$ cat src/rtl/c3lib_ckmux4_sel_ctl.sv
// Glitch-safe select sequencer for the c3lib 4-to-1 clock mux.
// Gates the muxed clock off, moves the selects, waits for settle, then re-enables.
module c3lib_ckmux4_sel_ctl #(
    parameter int         GATE_WAIT   = 4,
    parameter int         SETTLE_WAIT = 8,
    parameter int         CNT_W       = 4,
    parameter logic [1:0] RST_SEL     = 2'b00
) (
    input  logic       clk,
    input  logic       rst_n,
    input  logic       req_vld,
    input  logic [1:0] req_sel,
    output logic       req_rdy,
    input  logic [3:0] ck_ok,
    output logic       ack,
    output logic       err,
    output logic       s0,
    output logic       s1,
    output logic [1:0] cur_sel,
    output logic       ck_gate_en,
    output logic       busy
);

    typedef enum logic [1:0] {INIT, IDLE, GATE_OFF, SETTLE} state_t;

    localparam logic [CNT_W-1:0] GATE_LD   = CNT_W'(GATE_WAIT - 1);
    localparam logic [CNT_W-1:0] SETTLE_LD = CNT_W'(SETTLE_WAIT - 1);

    state_t           state_q, state_d;
    logic [CNT_W-1:0] cnt_q, cnt_d;
    logic [1:0]       sel_q, sel_d;
    logic [1:0]       pend_q, pend_d;
    logic             gate_q, gate_d;
    logic             ack_q, ack_d;
    logic             err_q, err_d;

    logic accept, src_ok, same_sel, cnt_zero;

    assign accept   = req_vld && (state_q == IDLE);
    assign src_ok   = ck_ok[req_sel];
    assign same_sel = (req_sel == sel_q);
    assign cnt_zero = (cnt_q == '0);

    always_ff @(posedge clk or negedge rst_n) begin
        if (!rst_n) state_q <= INIT;
        else        state_q <= state_d;
    end

    always_comb begin
        state_d = state_q;
        case (state_q)
            INIT:     if (cnt_zero) state_d = IDLE;
            IDLE:     if (accept && src_ok && !same_sel) state_d = GATE_OFF;
            GATE_OFF: if (cnt_zero) state_d = SETTLE;
            SETTLE:   if (cnt_zero) state_d = IDLE;
            default:  state_d = INIT;
        endcase
    end

    // Selects only move on the GATE_OFF->SETTLE edge, where the gate is already low.
    always_comb begin
        cnt_d  = cnt_zero ? cnt_q : cnt_q - CNT_W'(1);
        sel_d  = sel_q;
        pend_d = pend_q;
        gate_d = gate_q;
        ack_d  = 1'b0;
        err_d  = 1'b0;
        case (state_q)
            INIT: if (cnt_zero) gate_d = 1'b1;
            IDLE: begin
                if (accept) begin
                    if (!src_ok) begin
                        err_d = 1'b1;
                    end else if (same_sel) begin
                        ack_d = 1'b1;
                    end else begin
                        gate_d = 1'b0;
                        cnt_d  = GATE_LD;
                        pend_d = req_sel;
                    end
                end
            end
            GATE_OFF: begin
                if (cnt_zero) begin
                    sel_d = pend_q;
                    cnt_d = SETTLE_LD;
                end
            end
            SETTLE: begin
                if (cnt_zero) begin
                    gate_d = 1'b1;
                    ack_d  = 1'b1;
                end
            end
            default: ;
        endcase
    end

    always_ff @(posedge clk or negedge rst_n) begin
        if (!rst_n) begin
            cnt_q  <= SETTLE_LD;
            sel_q  <= RST_SEL;
            pend_q <= RST_SEL;
            gate_q <= 1'b0;
            ack_q  <= 1'b0;
            err_q  <= 1'b0;
        end else begin
            cnt_q  <= cnt_d;
            sel_q  <= sel_d;
            pend_q <= pend_d;
            gate_q <= gate_d;
            ack_q  <= ack_d;
            err_q  <= err_d;
        end
    end

    assign req_rdy    = (state_q == IDLE);
    assign busy       = (state_q != IDLE);
    assign ack        = ack_q;
    assign err        = err_q;
    assign s0         = sel_q[0];
    assign s1         = sel_q[1];
    assign cur_sel    = sel_q;
    assign ck_gate_en = gate_q;

endmodule

$ cat config.mk
export PLATFORM = sky130hd
export DESIGN_NAME = c3lib_ckmux4_sel_ctl
export DESIGN_NICKNAME = d
export VERILOG_FILES = /design/src/rtl/c3lib_ckmux4_sel_ctl.sv
export SDC_FILE = /design/constraint.sdc
export NUM_CORES = 1
export LEC_CHECK = 0
export BUFFER_PORTS_ARGS = -buffer_cell sky130_fd_sc_hd__buf_4
export CORE_MARGIN = 4
export CORE_UTILIZATION = 51
export CTS_CLUSTER_SIZE = 40
export DETAILED_ROUTE_END_ITERATION = 8
export GPL_ROUTABILITY_DRIVEN = 0
export PLACE_DENSITY = 0.75
export SLEW_MARGIN = 30
export SYNTH_ARGS = -nofsm -noshare
export SYNTH_HDL_FRONTEND = slang
export SYNTH_SLANG_ARGS = --single-unit
export TNS_END_PERCENT = 50
$ cat constraint.sdc
create_clock -name clk -period 2.2 [get_ports clk]
set_input_delay 0.44 -clock clk [delete_from_list [all_inputs] [get_ports clk]]
set_output_delay 0.44 -clock clk [all_outputs]
set_load 0.005 [all_outputs]
==> metrics.yaml <==
slew_violations: 0
track_usage: 0.164
antenna_found_initial: 0
endpoint: "cnt_q[0]"
die_area_um2: 2160
h-tree-depth: 1
grt_max_degree: 14
finalHoldViolations: 0
critPathKind: "register to register"
hold_path.class: "primary input to register"
worstSetupStartpointType: "register"
chipWidth_um: 46.5
synth_edf_count: 0
cp.depth: 8
dr.pass1.iters: 4
io_buffers: 17
cts_tree: "built"
worst_pin_slew_ps: 447
grt_overflow: 0
synth-async-reset-ratio: 1.00
grt_pass1_vias: 566
reg2reg_to: "cnt_q[0]"
antenna_cells: 0
ys.flop_type: "dfrtp_1"
path_buf_inv: 3
peakVddDrop_mv: 0.830
tns_ps: 0
fin_crit_ps: 1930
crit_path_frequent_cell: "inv_1"
r2r_setup_slack_ps: 270
wl_per_cell_um: 13.8
io_pins: 18
maxCapViolCount: 0
rsz0062_at_grt: "false"
finalCritPeriodShare: 0.878
syn_area_um2: 757
initial_core_util: 0.561
setup_ws_ps: 268
critPathSlowestCell: "nor3b_1"
relSlewSlack: 0.701
crit_arrival_ps: 2140
synth.largest_area_cell: "dfrtp_1"
ant_nets: 0
routed_via_density: 5.28
syn_area_per_cell_um2: 11.0
cp_cell_sequence: "inv_1 -> ha_1 -> nor3b_1 -> inv_1 -> ha_1 -> inv_1 -> a21oi_1 -> a2bb2oi_1"
fillCellCount: 105
cts.clk_slew.worst_paths_ps: 80
yosys.area.top_type_share: 0.331
rows: 13
drc: 0
cp.required_ps: 2410
finalClockSkew_ps: 7.00
synth_area_leaders: "dfrtp_1 (33%), dfstp_2 (10%), ha_1 (8.3%)"
p_leak_nw: 0.457
hold_slack_ps: 441
clockBufferDepth: 2
dp_slack_ps: 296
synth_commonest_cells: "dfrtp_1 (10), inv_1 (8), a21oi_1 (5), ha_1 (5)"
max_stage_delay_ps: 420
critPathCaptureType: "register"
initialDrtViolationCount: 15
power.total_mw: 1.31
areaGrowthSynthToFinish_pct: 22.6
ctsResizeCount: 0
ys_warn_count: 0
clock.fmax_mhz: 518
die_height_um: 46.5
setup_violations: 0
synthDistinctLibCells: 31
synth_fp_nets: 83
ys_seq_area_frac: 0.435
cts_inserted_buffers: 3
clock_latency_ps: 270
status: "complete, no violations"
ys_seq_elements: 13
fin_nets: 104
grt_pass1_wl_um: 2450
wl_um: 1440
cts.sinks: 13
place_hpwl_um: 1130
final_layout_size_suffix_gt1_frac: 0.382
crit_start: "cnt_q[0]"
vias: 549
cp_max_fo: 5
synth_most_common_cell: "dfrtp_1"
power.density_nw_per_um2: 1410
reg2reg_depth: 8
r2r-start: "cnt_q[0]"
clock-root-buffer: "clkbuf_4"
cp_top_family: "adder cells"
core_um2: 1350
synthesis.instances: 69
==> cells by family after synthesis <==
| group | Yosys count | synth area share |
|---|---|---|
| DFF | 13 | 0.435 |
| muxes | 5 | 0.0892 |
| adders and majority gates | 5 | 0.0826 |
| xor gates and xnor gates | 3 | 0.0347 |
| AOI/OAI and AO/OA | 16 | 0.170 |
| buffers and inverters | 11 | 0.0645 |
| and+or+nand+nor | 16 | 0.124 |
==> stage by stage <==
stage,cell area [um^2],instances,util
after floorplan,757,69,-
after global placement,892,99,0.661
after detailed placement,892,99,0.661
after CTS,928,104,0.688
after global routing,928,104,0.688
final,928,104,0.688
==> layout make-up <==
type                       count  area (um^2)  area share
timing repair buffer          19          145       0.156
multi-input combinational     45          379       0.408
tap                           15         18.8      0.0202
inverter                       8         30.0      0.0323
sequential                    13          329       0.354
clock buffer                   4         26.3      0.0283
==> power by group <==
| group | switching, mW | total, mW | internal, mW | leakage (nW) |
|---|---|---|---|---|
| logic | 0.377 | 0.732 | 0.355 | 0.287 |
| registers | 0.0732 | 0.433 | 0.360 | 0.155 |
| clock network | 0.0769 | 0.147 | 0.0702 | 0.0150 |
| total | 0.527 | 1.31 | 0.785 | 0.457 |
==> flip-flops by register name, summed over array words and instances (netlist names) <==
| name | count |
|---|---|
| ack | 1 |
| pend_q | 2 |
| ck_gate_en | 1 |
| state_q | 2 |
| cur_sel | 2 |
| cnt_q | 4 |
| err | 1 |
==> metal layers <==
layer	track usage	up-vias	wire [um]
li1	-	282	-
met1	0.214	247	650
met2	0.255	18	681
met3	0.0273	2	91
met4	0.0852	0	11
met5	0	-	0
==> worst register-to-register path, delay by kind of cell, from the launching register on <==
family / cells / cell delay, ps
buffers and inverters: 3 / 270
and+or+nand+nor: 1 / 420
adders and majority gates: 2 / 510
DFF: 1 / 380
AOI/OAI and AO/OA: 2 / 280
==> layout by cell type (no fill, tap or decap) <==
cell and instances:
nand2_4 1, nor3b_1 1, inv_1 8, or3_1 1, mux2_2 4, nand2_1 2, o31ai_1 1, a21oi_1 5
a32o_1 1, nor4b_1 1, and2_1 1, a211oi_2 1, ha_1 5, dfstp_2 3, a21o_2 1, nor2b_1 2
clkbuf_4 3, o211ai_4 1, clkbuf_1 1, and2b_2 1, a221oi_1 1, a21o_1 1, o32ai_1 1, nor2_1 4
dfrtp_1 10, xnor2_1 1, a2bb2oi_1 1, nor3_1 2, dlygate4sd3_1 1, o21ai_0 2, buf_4 18, xor2_1 2
mux4_2 1
==> repair_timing <==
| item | 4_1_cts | 5_1_grt |
|---|---|---|
| endpoints found under the hold margin | 10 | 0 |
| hold buffers | 1 | 0 |
| buffers inserted | 0 | 0 |
| setup endpoints to repair | 0 | 0 |
==> worst min path at each step <==
stage               startpoint    endpoint  slack, ps  cells past startpoint
global placement         rst_n         err        290                      1
global route        req_sel[1]   pend_q[1]        450                      2
CTS                 req_sel[1]   pend_q[1]        430                      2
detailed placement       rst_n  cur_sel[0]        290                      1
finish              req_sel[1]   pend_q[1]        440                      2
floorplan                rst_n         ack        140                      0
Power figures use the tool's default switching activity.
